## src/rtl/mem_port_arbiter.sv

```systemverilog
// Arbitrates one variable-latency memory port between instruction fetch and data requesters.
// Data wins ties, but a bounded streak of data grants forces a pending fetch through.
module mem_port_arbiter #(
    parameter int unsigned MAX_DSTREAK = 2
) (
    input  logic        i_clk,
    input  logic        i_rst_n,
    input  logic        i_ireq_valid,
    input  logic [31:0] i_ireq_addr,
    output logic        o_ireq_ready,
    output logic        o_iresp_valid,
    output logic [31:0] o_iresp_rdata,
    input  logic        i_dreq_valid,
    input  logic [31:0] i_dreq_addr,
    input  logic        i_dreq_wen,
    input  logic [31:0] i_dreq_wdata,
    input  logic [3:0]  i_dreq_mask,
    output logic        o_dreq_ready,
    output logic        o_dresp_valid,
    output logic [31:0] o_dresp_rdata,
    output logic        o_mem_valid,
    output logic [31:0] o_mem_addr,
    output logic        o_mem_wen,
    output logic [31:0] o_mem_wdata,
    output logic [3:0]  o_mem_mask,
    input  logic        i_mem_ready,
    input  logic        i_mem_rvalid,
    input  logic [31:0] i_mem_rdata,
    output logic        o_busy
);

    localparam logic [3:0] MaxStreak = 4'(MAX_DSTREAK);

    typedef enum logic [1:0] {StIdle, StReq, StResp} state_e;

    state_e      state_q, state_d;
    logic [3:0]  streak_q, streak_d;
    logic        owner_q, owner_d;  // 1 = data requester owns the transaction
    logic [31:0] addr_q, addr_d;
    logic        wen_q, wen_d;
    logic [31:0] wdata_q, wdata_d;
    logic [3:0]  mask_q, mask_d;
    logic        iresp_valid_q, iresp_valid_d;
    logic [31:0] iresp_rdata_q, iresp_rdata_d;
    logic        dresp_valid_q, dresp_valid_d;
    logic [31:0] dresp_rdata_q, dresp_rdata_d;

    logic data_win;
    logic fetch_win;
    logic grant_data;
    logic grant_fetch;
    logic zero_store;
    logic unused_addr_bits;

    assign unused_addr_bits = ^{i_ireq_addr[1:0], i_dreq_addr[1:0]};

    always_comb begin
        data_win    = i_dreq_valid && (!i_ireq_valid || (streak_q < MaxStreak));
        fetch_win   = i_ireq_valid && !data_win;
        grant_data  = (state_q == StIdle) && data_win;
        grant_fetch = (state_q == StIdle) && fetch_win;
        zero_store  = grant_data && i_dreq_wen && (i_dreq_mask == 4'b0000);
    end

    always_ff @(posedge i_clk or negedge i_rst_n) begin
        if (!i_rst_n) begin
            state_q <= StIdle;
        end else begin
            state_q <= state_d;
        end
    end

    always_comb begin
        state_d = state_q;
        unique case (state_q)
            StIdle: begin
                if ((grant_data && !zero_store) || grant_fetch) begin
                    state_d = StReq;
                end
            end
            StReq: begin
                if (i_mem_ready) begin
                    state_d = wen_q ? StIdle : StResp;
                end
            end
            StResp: begin
                if (i_mem_rvalid) begin
                    state_d = StIdle;
                end
            end
            default: state_d = StIdle;
        endcase
    end

    always_comb begin
        streak_d      = streak_q;
        owner_d       = owner_q;
        addr_d        = addr_q;
        wen_d         = wen_q;
        wdata_d       = wdata_q;
        mask_d        = mask_q;
        iresp_valid_d = 1'b0;
        iresp_rdata_d = iresp_rdata_q;
        dresp_valid_d = 1'b0;
        dresp_rdata_d = dresp_rdata_q;

        if (grant_data) begin
            if (!i_ireq_valid) begin
                streak_d = 4'd0;
            end else if (streak_q < MaxStreak) begin
                streak_d = streak_q + 4'd1;
            end
            owner_d = 1'b1;
            addr_d  = {i_dreq_addr[31:2], 2'b00};
            wen_d   = i_dreq_wen;
            wdata_d = i_dreq_wdata;
            mask_d  = i_dreq_mask;
            // Nothing to write: complete locally without touching the port.
            if (zero_store) begin
                dresp_valid_d = 1'b1;
                dresp_rdata_d = 32'd0;
            end
        end else if (grant_fetch) begin
            streak_d = 4'd0;
            owner_d  = 1'b0;
            addr_d   = {i_ireq_addr[31:2], 2'b00};
            wen_d    = 1'b0;
            wdata_d  = 32'd0;
            mask_d   = 4'b1111;
        end

        if ((state_q == StReq) && i_mem_ready && wen_q) begin
            dresp_valid_d = 1'b1;
            dresp_rdata_d = 32'd0;
        end

        if ((state_q == StResp) && i_mem_rvalid) begin
            if (owner_q) begin
                dresp_valid_d = 1'b1;
                dresp_rdata_d = i_mem_rdata;
            end else begin
                iresp_valid_d = 1'b1;
                iresp_rdata_d = i_mem_rdata;
            end
        end
    end

    always_ff @(posedge i_clk or negedge i_rst_n) begin
        if (!i_rst_n) begin
            streak_q      <= 4'd0;
            owner_q       <= 1'b0;
            addr_q        <= 32'd0;
            wen_q         <= 1'b0;
            wdata_q       <= 32'd0;
            mask_q        <= 4'd0;
            iresp_valid_q <= 1'b0;
            iresp_rdata_q <= 32'd0;
            dresp_valid_q <= 1'b0;
            dresp_rdata_q <= 32'd0;
        end else begin
            streak_q      <= streak_d;
            owner_q       <= owner_d;
            addr_q        <= addr_d;
            wen_q         <= wen_d;
            wdata_q       <= wdata_d;
            mask_q        <= mask_d;
            iresp_valid_q <= iresp_valid_d;
            iresp_rdata_q <= iresp_rdata_d;
            dresp_valid_q <= dresp_valid_d;
            dresp_rdata_q <= dresp_rdata_d;
        end
    end

    // Readies are gated by reset so every output reads 0 while reset is held.
    always_comb begin
        o_ireq_ready  = grant_fetch && i_rst_n;
        o_dreq_ready  = grant_data && i_rst_n;
        o_mem_valid   = (state_q == StReq);
        o_mem_addr    = addr_q;
        o_mem_wen     = wen_q;
        o_mem_wdata   = wdata_q;
        o_mem_mask    = mask_q;
        o_iresp_valid = iresp_valid_q;
        o_iresp_rdata = iresp_rdata_q;
        o_dresp_valid = dresp_valid_q;
        o_dresp_rdata = dresp_rdata_q;
        o_busy        = (state_q != StIdle);
    end

endmodule

```

## config.mk

```make
export PLATFORM = sky130hd
export DESIGN_NAME = mem_port_arbiter
export DESIGN_NICKNAME = d
export VERILOG_FILES = /design/src/rtl/mem_port_arbiter.sv
export SDC_FILE = /design/constraint.sdc
export NUM_CORES = 1
export LEC_CHECK = 0
export ABC_AREA = 1
export CORE_MARGIN = 2
export CORE_UTILIZATION = 30
export CTS_CLUSTER_SIZE = 8
export DETAILED_ROUTE_END_ITERATION = 12
export SYNTH_ARGS = -nofsm -noshare
export SYNTH_HDL_FRONTEND = slang
export SYNTH_SLANG_ARGS = --single-unit
```

## constraint.sdc

```tcl
create_clock -name i_clk -period 1.3 [get_ports i_clk]
set_input_delay 0.26 -clock i_clk [delete_from_list [all_inputs] [get_ports i_clk]]
set_output_delay 0.26 -clock i_clk [all_outputs]
set_load 0.005 [all_outputs]
```

=== Yosys cells after proc, flatten, opt, wreduce, memory -nomap -nowiden ===
Cells that the tools add are included.

* Bits in registers: 142
* Output and inout port bits: 139

* Order comparisons: 1
* Eq/ne operators: 6
* Bitwise operators: 1
* Reductions and logical operators: 24
* $add $sub $neg: 1
* Mux-type cells: 30

{| class="wikitable"
|+ Operators with widths
! cell !! number
|-
| 32-bit 2-to-1 mux || 9
|-
| 4-bit 2-to-1 mux || 6
|-
| 1-bit logical AND || 12
|-
| 1-bit 2-to-1 mux || 10
|-
| 2-bit 2-to-1 mux || 4
|-
| 2-bit one-hot mux with 3 select lines || 1
|-
| 4-bit by 1-bit adder with 4-bit output (second input constant) || 1
|-
| 4-bit logical NOT || 1
|-
| 4-bit by 2-bit less-than comparator with 1-bit output (second input constant) || 1
|-
| 2-bit by 1-bit inequality test with 1-bit output (second input constant) || 2
|-
| 2-bit AND reduction || 2
|-
| 2-bit nonzero test || 2
|-
| 1-bit logical NOT || 3
|-
| 3-bit by 2-bit inequality test with 1-bit output (second input constant) || 1
|-
| 3-bit AND reduction || 1
|-
| 2-bit by 1-bit == test with 1-bit output (second input constant) || 1
|-
| 2-bit == test (second input constant) || 1
|-
| 2-bit logical NOT || 1
|-
| 1-bit logical OR || 2
|-
| 2-bit inequality test (second input constant) || 1
|-
| 1-bit inverter || 1
|}

=== Depth between registers and ports, before layout ===
* Depth after elaboration: 11
* Gate-level depth with buffers: 9

=== Least setup slack after synthesis ===
Ideal clock, no wire load.

* Path type: reg-to-output
* Start point: register streak_q[2]
* End point: output o_dreq_ready
* Data arrival time: 1092 ps
* Stages on the path, launching flop included: 8
* Slack: -52 ps
* Path through: dfrtp_1 -> nor2_1 -> nand2_1 -> nand2_2 -> nand3_2 -> buf_6 -> buf_4 -> nor2_1

* Longest elaborated chain between the ends: 5

{| class="wikitable"
|+ RTL lines
! element !! line !! text
|-
| from (decl) || 37 || <nowiki>logic [3:0] streak_q, streak_d;</nowiki>
|-
| from (signal assigned) || 161 || <nowiki>streak_q <= streak_d;</nowiki>
|-
| 4-bit by 2-bit less-than comparator with 1-bit output || 58 || <nowiki>data_win = i_dreq_valid && (!i_ireq_valid || (streak_q < MaxStreak));</nowiki>
|-
| 1-bit logical OR || 58 ||
|-
| 1-bit logical AND || 58 ||
|-
| 1-bit logical AND || 60 || <nowiki>grant_data = (state_q == StIdle) && data_win;</nowiki>
|-
| 1-bit logical AND || 177 || <nowiki>o_dreq_ready = grant_data && i_rst_n;</nowiki>
|-
| to (decl) || 18 || <nowiki>output logic o_dreq_ready,</nowiki>
|}

No other way between the ends.

=== Final worst setup path ===
* Start point: register streak_q[2]
* End point: register dresp_rdata_q[18] (netlist: o_dresp_rdata[18])

* Longest elaborated chain between the ends: 11

{| class="wikitable"
|+ RTL lines
! element !! line !! text
|-
| 4-bit by 2-bit less-than comparator with 1-bit output * || 58 ||
|-
| 1-bit logical OR * || 58 ||
|-
| 1-bit logical AND * || 58 ||
|-
| 1-bit logical AND * || 60 ||
|-
| 1-bit logical AND (2 in a row) || 62 || <nowiki>zero_store = grant_data && i_dreq_wen && (i_dreq_mask == 4'b0000);</nowiki>
|-
| 32-bit 2-to-1 mux || 119 || <nowiki>if (zero_store) begin</nowiki>
|-
| 32-bit 2-to-1 mux * || 107 || <nowiki>if (grant_data) begin</nowiki>
|-
| 32-bit 2-to-1 mux * || 132 || <nowiki>if ((state_q == StReq) && i_mem_ready && wen_q) begin</nowiki>
|-
| 32-bit 2-to-1 mux || 138 || <nowiki>if (owner_q) begin</nowiki>
|-
| 32-bit 2-to-1 mux * || 137 || <nowiki>if ((state_q == StResp) && i_mem_rvalid) begin</nowiki>
|-
| named net dresp_rdata_d[18] || 46 || <nowiki>logic [31:0] dresp_rdata_q, dresp_rdata_d;</nowiki>
|-
| to (signal assigned) || 170 || <nowiki>dresp_rdata_q <= dresp_rdata_d;</nowiki>
|-
| to (decl) || 46 ||
|}

Mark *: on every way through the listed nets, which the timed path passes. The rest lies on a longest branch.
A chain may end at the register's enable or synchronous reset.

==> run_summary.xml <==
<?xml version="1.0" encoding="UTF-8"?>
<metrics>
  <group name="yosys">
    <metric name="synthDistinctLibCells" unit="">26</metric>
    <metric name="async_flop_share" unit="">1.000</metric>
    <metric name="postSynthAreaPerCell" unit="um^2">9.720</metric>
    <metric name="post_synthesis_sequential_element_count" unit="">140</metric>
    <metric name="netlist_area" unit="um^2">5744</metric>
    <metric name="ys_seq_area_frac" unit="">0.6099</metric>
    <metric name="synthFlopType" unit="">sky130_fd_sc_hd__dfrtp_1</metric>
    <metric name="synth.most_common_cell" unit="">sky130_fd_sc_hd__dfrtp_1</metric>
    <metric name="synth_top_area_frac" unit="">0.6099</metric>
    <metric name="synth_warnings" unit="">0</metric>
    <metric name="netlist_instances" unit="">591</metric>
    <metric name="synthTopCellsByArea" unit="">sky130_fd_sc_hd__dfrtp_1, sky130_fd_sc_hd__nand2_1, sky130_fd_sc_hd__o21ai_1, sky130_fd_sc_hd__o21ai_0, sky130_fd_sc_hd__inv_1</metric>
    <metric name="synthTopCellsByCount" unit="">sky130_fd_sc_hd__dfrtp_1, sky130_fd_sc_hd__nand2_1, sky130_fd_sc_hd__inv_1</metric>
    <metric name="yosysTopAreaCell" unit="">sky130_fd_sc_hd__dfrtp_1</metric>
    <metric name="count_of_flip_flops_with_a_built_in_enable_after_synthesis" unit="">0</metric>
  </group>
  <group name="drt">
    <metric name="drt_first_iter_violations" unit="">187</metric>
    <metric name="antenna_left" unit="">0</metric>
    <metric name="routedWlPerCell" unit="um">16.66</metric>
    <metric name="total_number_of_vias" unit="">5602</metric>
    <metric name="route.detailed.drc" unit="">0</metric>
    <metric name="drt_pass1_iterations" unit="">6</metric>
    <metric name="post_drt_via_cell_ratio" unit="">4.634</metric>
    <metric name="finalWirelength" unit="mm">20.15</metric>
  </group>
  <group name="final_layout">
    <metric name="area_taken_by_flip_flops_and_latches" unit="um^2">3503</metric>
    <metric name="post-route-util" unit="">0.5722</metric>
    <metric name="fillerInstances" unit="">1671</metric>
    <metric name="nNetsFinal" unit="">1103</metric>
    <metric name="antenna_cells_inserted" unit="">0</metric>
    <metric name="fraction_of_final_layout_cells_sized_beyond_drive_strength_1" unit="">0.4113</metric>
    <metric name="area_overhead_of_the_layout_relative_to_synthesis" unit="%">86.95</metric>
    <metric name="multi_input_comb_area" unit="um^2">2357</metric>
    <metric name="finalNonFillerCells" unit="">1209</metric>
  </group>
  <group name="sta">
    <metric name="slew_violations" unit="">0</metric>
    <metric name="worstMarginPinSlew" unit="ps">849.5</metric>
    <metric name="fin_worst_skew" unit="ps">10.83</metric>
    <metric name="layout_worst_path_cycle_share" unit="">1.373</metric>
    <metric name="unrepaired_setup_endpoints_after_global_routing" unit="">true</metric>
    <metric name="worst_case_setup_margin_in_the_final_layout" unit="ps">-484.8</metric>
    <metric name="relSlewSlack" unit="">0.4337</metric>
    <metric name="max_freq" unit="MHz">560.3</metric>
    <metric name="final_report_setup_violation_count" unit="">142</metric>
    <metric name="timing_hold_violations_final" unit="">38</metric>
    <metric name="final.hold.worst_slack" unit="ps">-76.61</metric>
    <metric name="period_needed" unit="ps">1785</metric>
  </group>
  <group name="critical_path">
    <metric name="critical_path.top_delay_family" unit="">simple AND/OR/NAND/NOR gates</metric>
    <metric name="worstPathBufferInverterCount" unit="">3</metric>
    <metric name="cp_data_arrival_time" unit="ps">2060</metric>
    <metric name="critPathCaptureType" unit="">flop</metric>
    <metric name="crit_path_start" unit="">streak_q[2]</metric>
    <metric name="worstPathMaxFanout" unit="">6</metric>
    <metric name="worst_r2r_startpoint" unit="">streak_q[2]</metric>
    <metric name="worst-setup-path-type" unit="">reg2reg</metric>
    <metric name="slowest_delay" unit="ps">390</metric>
    <metric name="chain_of_cells_forming_the_critical_path" unit="">nor2_2 -&gt; nand2_2 -&gt; buf_4 -&gt; nand2_4 -&gt; nand2_4 -&gt; nor2_8 -&gt; nand3b_4 -&gt; buf_12 -&gt; buf_16 -&gt; nand3_2 -&gt; o21ai_1</metric>
    <metric name="cp.required" unit="ps">1580</metric>
    <metric name="cpMaxStageDelayCell" unit="">sky130_fd_sc_hd__dfrtp_1</metric>
    <metric name="r2r_setup_slack" unit="ps">-480</metric>
    <metric name="crit_path_frequent_cell" unit="">sky130_fd_sc_hd__nand2_4</metric>
    <metric name="start_kind" unit="">flop</metric>
  </group>
  <group name="pwr">
    <metric name="seqPwrFrac" unit="">0.323</metric>
    <metric name="comb_power_share" unit="">0.473</metric>
    <metric name="fraction_of_power_consumed_by_the_clock_network" unit="">0.204</metric>
    <metric name="cellInternalPower" unit="mW">15.73</metric>
    <metric name="peakVddDrop" unit="mV">0.9747</metric>
    <metric name="sw_frac_of_total" unit="">0.3442</metric>
    <metric name="p_leak" unit="nW">5.349</metric>
    <metric name="power_density" unit="nW/um^2">2233</metric>
    <metric name="switching_power" unit="mW">8.253</metric>
  </group>
  <group name="worst_hold_path">
    <metric name="worstHoldPathType" unit="">in2async</metric>
  </group>
  <group name="clock_network">
    <metric name="clkSinkCount" unit="">140</metric>
    <metric name="cts-hold-fix-buffers" unit="">0</metric>
    <metric name="cts_made_buffers" unit="">17</metric>
    <metric name="clkSlewWorstSetupHoldPaths" unit="ps">60</metric>
    <metric name="worst_skew_pair.late_latency" unit="ps">410</metric>
    <metric name="cts_buffer_depth" unit="">2</metric>
    <metric name="cts_tree" unit="">done</metric>
    <metric name="htree_levels" unit="">4</metric>
    <metric name="cts_root_buf" unit="">sky130_fd_sc_hd__clkbuf_16</metric>
  </group>
  <group name="global_routing">
    <metric name="grt_first_pass_wirelength" unit="mm">28.15</metric>
    <metric name="gr-total-overflow" unit="">0</metric>
    <metric name="first_global_vias" unit="">5227</metric>
    <metric name="antenna_found_initial" unit="">0</metric>
    <metric name="grt_start_max_net_pins" unit="">141</metric>
    <metric name="grt_usage" unit="">0.1796</metric>
  </group>
  <group name="die">
    <metric name="floorplan.die_area" unit="um^2">20270</metric>
    <metric name="coreArea" unit="um^2">18770</metric>
    <metric name="starting_utilization_of_the_core_area" unit="">0.3061</metric>
    <metric name="fp.dieW" unit="um">142.4</metric>
    <metric name="num_io_pins" unit="">278</metric>
    <metric name="die_height" unit="um">142.4</metric>
    <metric name="number_of_rows_created_at_floorplan" unit="">50</metric>
  </group>
  <group name="place">
    <metric name="place.port_buffers" unit="">271</metric>
    <metric name="post_dp_hpwl" unit="mm">11.73</metric>
    <metric name="place_inst" unit="">1095</metric>
    <metric name="place_congestion" unit="">0.7547</metric>
  </group>
  <group name="outcome">
    <metric name="status" unit="">finished with violations</metric>
    <metric name="failed_checks" unit="">negative hold slack, negative setup slack</metric>
  </group>
  <group name="run">
    <metric name="drv_cap" unit="">0</metric>
  </group>
</metrics>
-- layer usage --
metal / up-vias / routed length [um] / global-route usage / share of wire
met5: - / 0 / 0 / 0
met4: 0 / 490 / 0.05732 / 0.024
met3: 34 / 1482 / 0.05989 / 0.074
met2: 219 / 9730 / 0.2817 / 0.48
met1: 2674 / 8442 / 0.2355 / 0.42
li1: 2675 / - / - / -
-- layout make-up --
cell class	instances	share of cell area
Sequential cell	140	0.3262
Tap cell	234	0.02726
Inverter	82	0.03006
Timing Repair Buffer	389	0.3420
Clock inverter	12	0.01282
Clock buffer	19	0.04218
Multi-Input combinational cell	333	0.2195
-- power by group through the flow --
stage | clock network [mW] | logic [mW] | registers (mW)
floorplan | 0 | 3.29 | 7.77
global placement | 0 | 9.37 | 7.60
detailed placement | 0 | 9.42 | 7.64
CTS | 5.03 | 9.51 | 7.60
global route | 5.22 | 12.4 | 7.98
finish | 4.90 | 11.3 | 7.74
-- cells in the final DEF, fill, tap and decap left out, types with 2 or more instances in the layout --
cell / count
sky130_fd_sc_hd__nand2_2: 35
sky130_fd_sc_hd__o21ai_4: 4
sky130_fd_sc_hd__o22ai_2: 4
sky130_fd_sc_hd__clkinvlp_4: 2
sky130_fd_sc_hd__clkinv_2: 2
sky130_fd_sc_hd__clkbuf_16: 31
sky130_fd_sc_hd__buf_2: 25
sky130_fd_sc_hd__a22o_1: 32
sky130_fd_sc_hd__nand2_8: 2
sky130_fd_sc_hd__nand2_4: 26
sky130_fd_sc_hd__nand3_2: 15
sky130_fd_sc_hd__nor2_4: 3
sky130_fd_sc_hd__clkinv_4: 4
sky130_fd_sc_hd__buf_16: 5
sky130_fd_sc_hd__buf_12: 11
sky130_fd_sc_hd__dfrtp_1: 140
sky130_fd_sc_hd__clkdlybuf4s50_1: 133
sky130_fd_sc_hd__o21ai_2: 44
sky130_fd_sc_hd__clkbuf_8: 2
sky130_fd_sc_hd__inv_1: 76
sky130_fd_sc_hd__buf_8: 8
sky130_fd_sc_hd__clkdlybuf4s15_1: 33
sky130_fd_sc_hd__inv_2: 3
sky130_fd_sc_hd__clkbuf_2: 77
sky130_fd_sc_hd__inv_6: 5
sky130_fd_sc_hd__nor2_1: 3
sky130_fd_sc_hd__o21ai_1: 83
sky130_fd_sc_hd__nand2_1: 47
sky130_fd_sc_hd__nor2_2: 3
sky130_fd_sc_hd__bufinv_16: 2
sky130_fd_sc_hd__nand3_1: 23
sky130_fd_sc_hd__buf_6: 13
sky130_fd_sc_hd__buf_4: 70
sky130_fd_sc_hd__conb_1: 2
-- kinds of logic (layout without fill, tap and decap cells) --
logic type	Yosys count	after routing	synth area share
other	1	2	0.0006528
xor gates and xnor gates	1	1	0.001525
DFF	140	140	0.6099
AOI/OAI and AO/OA	168	168	0.1692
and+or+nand+nor	160	161	0.1235
buffers and inverters	120	502	0.09301
adders and majority gates	1	1	0.002178
-- repair_timing --
action / CTS / global route
resized for setup: 381 / 295
setup buffers: 34 / 28
pin swaps: 6 / 28
endpoints found under the setup margin: 275 / 231
gates cloned: 5 / 18
-- worst paths after layout --
path / to / cells after the start
max: o_dresp_rdata[18] / 11
min: o_iresp_rdata[20] / 2
max reg2reg: o_dresp_rdata[18] / 11
min reg2reg: streak_q[0] / 1
max in group asynchronous: o_iresp_rdata[10] / 2
min in group i_clk: o_iresp_rdata[4] / 3
-- flip-flops by register name, indices dropped and copies added (netlist names) --
| signal | cells |
|---|---|
| o_iresp_valid | 1 |
| o_mem_addr | 30 |
| o_iresp_rdata | 32 |
| o_dresp_rdata | 32 |
| owner_q | 1 |
| state_q | 2 |
| streak_q | 4 |
| o_mem_mask | 4 |
| o_mem_wen | 1 |
| o_dresp_valid | 1 |
| o_mem_wdata | 32 |
-- stage by stage --
step	setup TNS [ps]	worst slack [ps]	total power [mW]	area, um^2
after floorplan	-688.4	-23.74	11.05	5754
after global placement	-52370	-628.3	16.96	8911
after detailed placement	-54580	-649.5	17.07	8911
after CTS	-35560	-475.0	22.13	9950
after global routing	-54080	-562.5	25.55	10740
final	-43730	-484.8	23.98	10740
Power figures use the tool's default switching activity.
